===== src/rtl/zone_det_pkg.sv =====
// Shared types and elaboration helpers for the zone colour detector:
// RGB565 field widths, threshold bundle, and zone-centre geometry.
package zone_det_pkg;

  localparam int R_W = 5;
  localparam int G_W = 6;
  localparam int B_W = 5;

  typedef struct packed {
    logic [R_W-1:0] r_min;
    logic [G_W-1:0] g_max;
    logic [B_W-1:0] b_max;
    logic [R_W-1:0] r_minus_g;
    logic [R_W-1:0] r_minus_b;
  } thr_t;

  localparam thr_t THR_RST = '{r_min: 5'd12, g_max: 6'd36, b_max: 5'd14,
                               r_minus_g: 5'd6, r_minus_b: 5'd6};

  function automatic int zone_centre(input int idx, input int nzones, input int size);
    return ((2 * idx + 1) * size) / (2 * nzones);
  endfunction

  // Windows along one axis must be odd-sized, inside the frame and disjoint.
  function automatic bit windows_ok(input int nzones, input int size, input int win);
    int half;
    int c;
    half = win / 2;
    if (win < 1 || (win % 2) == 0) return 1'b0;
    for (int i = 0; i < nzones; i++) begin
      c = zone_centre(i, nzones, size);
      if (c - half < 0 || c + half > size - 1) return 1'b0;
      if (i > 0 && c - zone_centre(i - 1, nzones, size) < win) return 1'b0;
    end
    return 1'b1;
  endfunction

endpackage


===== src/rtl/zone_accum.sv =====
// One zone's colour sums, sample counter and threshold test.
// pending_o is registered one cycle after the N-th sample lands.
module zone_accum
  import zone_det_pkg::*;
#(
  parameter int N = 25
) (
  input  logic           clk,
  input  logic           reset,
  input  logic           clr_i,
  input  logic           acc_i,
  input  logic [R_W-1:0] r_i,
  input  logic [G_W-1:0] g_i,
  input  logic [B_W-1:0] b_i,
  input  thr_t           thr_i,
  output logic           pending_o
);
  localparam int SRW = $clog2(31 * N + 1);
  localparam int SGW = $clog2(63 * N + 1);
  localparam int CW  = $clog2(N + 1);
  localparam int EW  = SGW + 2;
  localparam logic signed [EW-1:0] NS = EW'(N);

  logic [SRW-1:0] sum_r_q, sum_r_d, sum_b_q, sum_b_d;
  logic [SGW-1:0] sum_g_q, sum_g_d;
  logic [CW-1:0]  cnt_q, cnt_d;
  logic           pending_q, full, pass;
  logic signed [EW-1:0] sr, sg, sb, lim_r, lim_g, lim_b, lim_rg, lim_rb;

  assign full = (cnt_q == CW'(N));

  always_comb begin
    sum_r_d = sum_r_q;
    sum_g_d = sum_g_q;
    sum_b_d = sum_b_q;
    cnt_d   = cnt_q;
    if (clr_i) begin
      sum_r_d = '0;
      sum_g_d = '0;
      sum_b_d = '0;
      cnt_d   = '0;
    end else if (acc_i && !full) begin
      sum_r_d = sum_r_q + SRW'(r_i);
      sum_g_d = sum_g_q + SGW'(g_i);
      sum_b_d = sum_b_q + SRW'(b_i);
      cnt_d   = cnt_q + CW'(1);
    end
  end

  // Signed compare so a negative colour difference fails the test.
  assign sr     = $signed(EW'(sum_r_q));
  assign sg     = $signed(EW'(sum_g_q));
  assign sb     = $signed(EW'(sum_b_q));
  assign lim_r  = NS * $signed(EW'(thr_i.r_min));
  assign lim_g  = NS * $signed(EW'(thr_i.g_max));
  assign lim_b  = NS * $signed(EW'(thr_i.b_max));
  assign lim_rg = NS * $signed(EW'(thr_i.r_minus_g));
  assign lim_rb = NS * $signed(EW'(thr_i.r_minus_b));
  assign pass   = (sr >= lim_r) && (sg <= lim_g) && (sb <= lim_b) &&
                  ((sr - (sg >>> 1)) >= lim_rg) && ((sr - sb) >= lim_rb);

  always_ff @(posedge clk) begin
    if (reset) begin
      sum_r_q   <= '0;
      sum_g_q   <= '0;
      sum_b_q   <= '0;
      cnt_q     <= '0;
      pending_q <= 1'b0;
    end else begin
      sum_r_q   <= sum_r_d;
      sum_g_q   <= sum_g_d;
      sum_b_q   <= sum_b_d;
      cnt_q     <= cnt_d;
      pending_q <= !clr_i && full && pass;
    end
  end

  assign pending_o = pending_q;

endmodule


===== src/rtl/zone_color_detector.sv =====
// Per-zone colour detector over a raster RGB565 stream; reports a zone hit
// vector and its popcount three cycles after the last pixel of each frame.
module zone_color_detector
  import zone_det_pkg::*;
#(
  parameter  int W   = 320,
  parameter  int H   = 240,
  parameter  int NX  = 3,
  parameter  int NY  = 3,
  parameter  int WIN = 5,
  localparam int NZ  = NX * NY,
  localparam int HCW = $clog2(NZ + 1)
) (
  input  logic           clk,
  input  logic           reset,
  input  logic           frame_start,
  input  logic           pix_valid,
  input  logic [15:0]    pix_data,
  input  logic [R_W-1:0] r_min,
  input  logic [G_W-1:0] g_max,
  input  logic [B_W-1:0] b_max,
  input  logic [R_W-1:0] r_minus_g,
  input  logic [R_W-1:0] r_minus_b,
  output logic [NZ-1:0]  zone_hit,
  output logic [HCW-1:0] hit_count,
  output logic           result_valid,
  output logic           frame_abort
);
  localparam int N    = WIN * WIN;
  localparam int HALF = WIN / 2;
  localparam int XW   = (W > 1) ? $clog2(W) : 1;
  localparam int YW   = (H > 1) ? $clog2(H) : 1;

  if (NZ > 16 || !windows_ok(NX, W, WIN) || !windows_ok(NY, H, WIN)) begin : g_param_err
    $error("zone_color_detector: illegal zone geometry");
  end

  logic [XW-1:0]  x_q, x_d, x_cur;
  logic [YW-1:0]  y_q, y_d, y_cur;
  logic           active_q, active_d, busy_q, accept, is_last, comp;
  logic [2:0]     lst_pipe_q;
  thr_t           thr_q;
  logic           s1_vld_q;
  logic [R_W-1:0] s1_r_q;
  logic [G_W-1:0] s1_g_q;
  logic [B_W-1:0] s1_b_q;
  logic [NZ-1:0]  s1_zone_q, zone_d, pend, zone_hit_q;
  logic [HCW-1:0] pop, hit_count_q;
  logic           result_valid_q, frame_abort_q;

  // A pixel arriving with frame_start is pixel (0,0) of the new frame.
  assign x_cur   = frame_start ? '0 : x_q;
  assign y_cur   = frame_start ? '0 : y_q;
  assign accept  = pix_valid && (frame_start || active_q);
  assign is_last = (x_cur == XW'(W - 1)) && (y_cur == YW'(H - 1));
  assign comp    = lst_pipe_q[2];

  always_comb begin
    x_d      = x_q;
    y_d      = y_q;
    active_d = active_q;
    if (frame_start) begin
      x_d      = '0;
      y_d      = '0;
      active_d = 1'b1;
    end
    if (accept) begin
      if (x_cur == XW'(W - 1)) begin
        x_d = '0;
        y_d = y_cur + YW'(1);
      end else begin
        x_d = x_cur + XW'(1);
      end
      if (is_last) active_d = 1'b0;
    end
  end

  for (genvar z = 0; z < NZ; z++) begin : g_zone
    localparam int CX = zone_centre(z % NX, NX, W);
    localparam int CY = zone_centre(z / NX, NY, H);
    assign zone_d[z] = (x_cur >= XW'(CX - HALF)) && (x_cur <= XW'(CX + HALF)) &&
                       (y_cur >= YW'(CY - HALF)) && (y_cur <= YW'(CY + HALF));
    zone_accum #(.N(N)) u_acc (
      .clk      (clk),
      .reset    (reset),
      .clr_i    (frame_start),
      .acc_i    (s1_vld_q && s1_zone_q[z]),
      .r_i      (s1_r_q),
      .g_i      (s1_g_q),
      .b_i      (s1_b_q),
      .thr_i    (thr_q),
      .pending_o(pend[z])
    );
  end

  always_comb begin
    pop = '0;
    for (int k = 0; k < NZ; k++) pop = pop + HCW'(pend[k]);
  end

  always_ff @(posedge clk) begin
    if (reset) begin
      x_q            <= '0;
      y_q            <= '0;
      active_q       <= 1'b0;
      busy_q         <= 1'b0;
      lst_pipe_q     <= '0;
      thr_q          <= THR_RST;
      s1_vld_q       <= 1'b0;
      s1_r_q         <= '0;
      s1_g_q         <= '0;
      s1_b_q         <= '0;
      s1_zone_q      <= '0;
      zone_hit_q     <= '0;
      hit_count_q    <= '0;
      result_valid_q <= 1'b0;
      frame_abort_q  <= 1'b0;
    end else begin
      x_q            <= x_d;
      y_q            <= y_d;
      active_q       <= active_d;
      busy_q         <= frame_start ? 1'b1 : (comp ? 1'b0 : busy_q);
      s1_vld_q       <= accept;
      s1_r_q         <= pix_data[15:11];
      s1_g_q         <= pix_data[10:5];
      s1_b_q         <= pix_data[4:0];
      s1_zone_q      <= zone_d;
      frame_abort_q  <= frame_start && busy_q;
      result_valid_q <= comp && !frame_start;
      // A restart drops any completion still in flight from the old frame.
      if (frame_start) begin
        lst_pipe_q <= {2'b00, accept && is_last};
        thr_q      <= '{r_min: r_min, g_max: g_max, b_max: b_max,
                        r_minus_g: r_minus_g, r_minus_b: r_minus_b};
      end else begin
        lst_pipe_q <= {lst_pipe_q[1:0], accept && is_last};
      end
      if (comp && !frame_start) begin
        zone_hit_q  <= pend;
        hit_count_q <= pop;
      end
    end
  end

  assign zone_hit     = zone_hit_q;
  assign hit_count    = hit_count_q;
  assign result_valid = result_valid_q;
  assign frame_abort  = frame_abort_q;

endmodule


===== config.mk =====
export PLATFORM = sky130hd
export DESIGN_NAME = zone_color_detector
export DESIGN_NICKNAME = d
export VERILOG_FILES = /design/src/rtl/zone_det_pkg.sv /design/src/rtl/zone_accum.sv /design/src/rtl/zone_color_detector.sv
export SDC_FILE = /design/constraint.sdc
export NUM_CORES = 2
export LEC_CHECK = 0
export CAP_MARGIN = 20
export CORE_MARGIN = 8
export CORE_UTILIZATION = 65
export DETAILED_ROUTE_END_ITERATION = 6
export GPL_TIMING_DRIVEN = 0
export PLACE_DENSITY = 0.82
export SLEW_MARGIN = 20
export SYNTH_ARGS = -nofsm -noshare
export SYNTH_HDL_FRONTEND = slang
export SYNTH_HIERARCHICAL = 1
export SYNTH_SLANG_ARGS = --single-unit
export TNS_END_PERCENT = 5

===== constraint.sdc =====
create_clock -name clk -period 5.9 [get_ports clk]
set_clock_uncertainty 0.2 [all_clocks]
set_input_delay 1.18 -clock clk [delete_from_list [all_inputs] [get_ports clk]]
set_output_delay 1.18 -clock clk [all_outputs]
set_load 0.05 [all_outputs]

==> run metrics <==
status finished, final reports clean; post-DR wirelength/cell approximately 19 um; Setup Buffers After CTS 0; Core ar. ~83000 sq um; M1 WL about 63000 um; Skew-Pair Late Insertion Delay 640 ps; Data arrival, critical path approximately 5600 ps; unrepaired setup endpoints after global routing no; post-CTS resize count 0; Sequential Power Share 0.330; top sig layer met5; ranking of synthesized cells by area ha_1 36%, dfxtp_1 15%, inv_1 5.7%; worst path required time 6260 ps; row cnt roughly 110; Crit path top cell by count ha_1; first-pass GRT wire length around 240000 um; CP top delay family compound AO/OA/AOI/OAI gates; Die Ht slightly above 300 um; fmax roughly 0.19 GHz; Worst Hold Path Cells 1; Synthesized Nets between 8000 and 9000; Clock power frac 0.379; via count about 47000; Lkg Pwr 28.8 nW; post-layout min period ~5200 ps; DR WL met3 12400 um; PD cells roughly 160 nW/um^2; count leader, synth ha_1; Netlist Area Pre-Place ~55000 sq um; register area share after synthesis 0.155; WL met2 between 60000 and 70000 um; setup violators final 0; CP endpoint kind flop; EDFF count, synth 0; vias in the first global route 46800; DP HPWL 111000 um; Mean Syn Cell Area roughly 8.5 sq um; critical path type reg2reg; largest stage delay on the critical path roughly 740 ps; Root Buffer clkbuf_16; CP max FO 15; final number of hold-violating endpoints 0; Async SR Flop Fraction 0; switching pwr 3.12 mW; layout cells sized above 1 0.0327; Max clock buf depth 3; 1st-pass router iterations 6; post-synth cell types 80; CP max stage cell dfxtp_2; DR vias/cell just over 6; Post-Route WL between 100000 and 150000 um; Reg2Reg Setup Slack roughly 670 ps; CTS sink count 422; Logic pwr share 0.291; reg2reg path depth 17; H-tree depth 2; GRT overflow 0; crit start category flop; initial antenna violation count 5; I/O Buffers 60; share of the synthesized area in the top cell type 0.357; DRC violations left 0; I/O pin count 61; min-delay src lst_pipe_q[0]; gp weighted congestion 0.942; switch share 0.334; Die ar. around 93000 sq um; pin count of the biggest net entering global routing 38; Yosys reg bits 422; Worst R2R Start thr_q[1]; DRT iter0 DRCs between 3000 and 4000; Peak VDD IR approximately 0.00028 V; CTS Hold Buffers Added 0; nets 8282; Worst Hold Class reg2reg; Yosys warning count 6; area delta synth->final 8.02%; Max Cap Viol 0; Slew @ Worst Pin a little under 900 ps; initial core utilization 0.654; CTS Buf Count just over 50; critical-path cell list buf_12 > ha_1 > ha_1 > ha_1 > a21o_1 > a21oi_1 > nor2b_1 > o21ai_0 > xnor2_1 > ha_1 > nor2_1 > a2111oi_1 > nand3_1 > nor2_1 > o221ai_1 > a2111oi_0 > and3_1; worst r2r dst g_zone[8].u_acc/pending_o; Tot Pwr around 9.3 mW; CP Buf/Inv Count 1; Post-synth top cells 1554 x ha_1, 831 x inv_1, 531 x nor2_1, 451 x a21oi_1, 422 x dfxtp_1; cell taking the most area after synthesis ha_1; Worst-path clk slew around 60 ps; Antenna Nets Post-Route 0; predominant post-synthesis flop cell dfxtp_1; Internal a little over 6 mW; Hold EP lst_pipe_q[1]; GRT Total Usage 0.307; fin util 0.706; Final period util 0.886; Post-Syn Instances about 6500; max-slew violation count 0; CTS tree yes; Slew headroom 0.409; Die X 306 um
cell type report:
cell class / instances / area (sq um)
multi-input combinational: 5108 / 42600
fill: 6321 / 24500
buffer: 92 / 398
timing repair buffer: 81 / 1070
clock inverter: 30 / 465
inverter: 831 / 3120
sequential: 422 / 8530
antenna: 7 / 17.5
tap: 1080 / 1350
clock buffer: 66 / 1390
worst max path at each step:
| stage | start | endpoint | depth (start not counted) |
|---|---|---|---|
| after detailed placement | thr_q[1] | g_zone[8].u_acc/pending_o | 17 |
| after global routing | thr_q[1] | g_zone[8].u_acc/pending_o | 17 |
| after CTS | thr_q[1] | g_zone[8].u_acc/pending_o | 17 |
| final | thr_q[1] | g_zone[8].u_acc/pending_o | 17 |
| after floorplan | thr_q[3] | g_zone[4].u_acc/pending_o | 14 |
| after global placement | thr_q[3] | g_zone[8].u_acc/pending_o | 15 |
state kept, by name, indices dropped and copies added, names as in the netlist, 3 cells and up:
register	count
g_zone.u_acc/sum_g_q	99
g_zone.u_acc/sum_b_q	90
g_zone.u_acc/sum_r_q	90
g_zone.u_acc/cnt_q	45
thr_q	26
g_zone.u_acc/pending_o	9
s1_zone_q	9
x_q	9
zone_hit	9
y_q	8
s1_g_q	6
s1_b_q	5
s1_r_q	5
hit_count	4
lst_pipe_q	3
kinds of logic (layout without fill, tap and decap cells):
kind of cell,after synthesis,count (layout),synth area share
AND/OR/NAND/NOR,1600,1600,0.146
XOR/XNOR,537,537,0.0862
other,0,7,0
multiplexers,25,25,0.00461
AO/OA/AOI/OAI,1297,1297,0.152
adder cells (fa/ha/maj),1649,1649,0.391
buffers and inverters,923,1100,0.0645
flip-flops,422,422,0.155
power groups by stage:
stage / Clock [mW] / Combinational (mW) / Sequential, mW
after global routing: 3.67 / 3.12 / 3.07
final: 3.53 / 2.71 / 3.08
after global placement: 0 / 2.39 / 3.20
after CTS: 3.56 / 2.70 / 3.07
after detailed placement: 0 / 2.66 / 3.13
after floorplan: 0 / 2.00 / 3.02
cells in the final DEF, fill, tap and decap left out, drive strengths merged, types with 26 or more instances in the layout:
| cell | netlist | routed |
|---|---|---|
| ha | 1554 | 1554 |
| inv | 831 | 833 |
| nor2 | 531 | 531 |
| a21oi | 453 | 453 |
| dfxtp | 422 | 422 |
| xnor2 | 325 | 325 |
| o21ai | 247 | 247 |
| nand2 | 238 | 238 |
| xor2 | 212 | 212 |
| a21o | 191 | 191 |
| nor2b | 180 | 180 |
| nor3 | 176 | 176 |
| clkbuf | 60 | 126 |
| a211oi | 97 | 97 |
| fa | 95 | 95 |
| nand3 | 95 | 95 |
| nand4 | 79 | 79 |
| nand2b | 73 | 73 |
| clkdlybuf4s50 | 0 | 58 |
| buf | 32 | 55 |
| a2111oi | 43 | 43 |
| o21a | 39 | 39 |
| o21bai | 36 | 36 |
| and2 | 35 | 35 |
| o211ai | 34 | 34 |
| or3 | 34 | 34 |
| nor4 | 29 | 29 |
| and3 | 26 | 26 |
per-layer routing:
layer,global-route usage,vias up
met5,0,-
met2,0.501,1640
met4,0.150,2
met3,0.0512,422
met1,0.394,22200
li1,-,22900
metrics by stage:
step	setup slack (ps)	area [sq um]	hold slack [ps]	TNS (ps)	instances
global route	533	58900	262	0	7710
floorplan	1400	54500	206	0	6453
detailed placement	824	57000	217	0	7614
finish	673	58900	234	0	7717
CTS	793	58900	232	0	7710
global placement	-331	56500	208	-1070	7593
worst register-to-register path, cell delays in order, from the launching register on:
cell	delay (ps)
dfxtp_2	740
buf_12	290
ha_1	280
ha_1	320
ha_1	300
a21o_1	170
a21oi_1	230
nor2b_1	70
o21ai_0	220
xnor2_1	200
ha_1	240
nor2_1	70
a2111oi_1	310
nand3_1	120
nor2_1	210
o221ai_1	220
a2111oi_0	680
and3_1	300
Note: power is estimated with default switching activity, not from simulation.
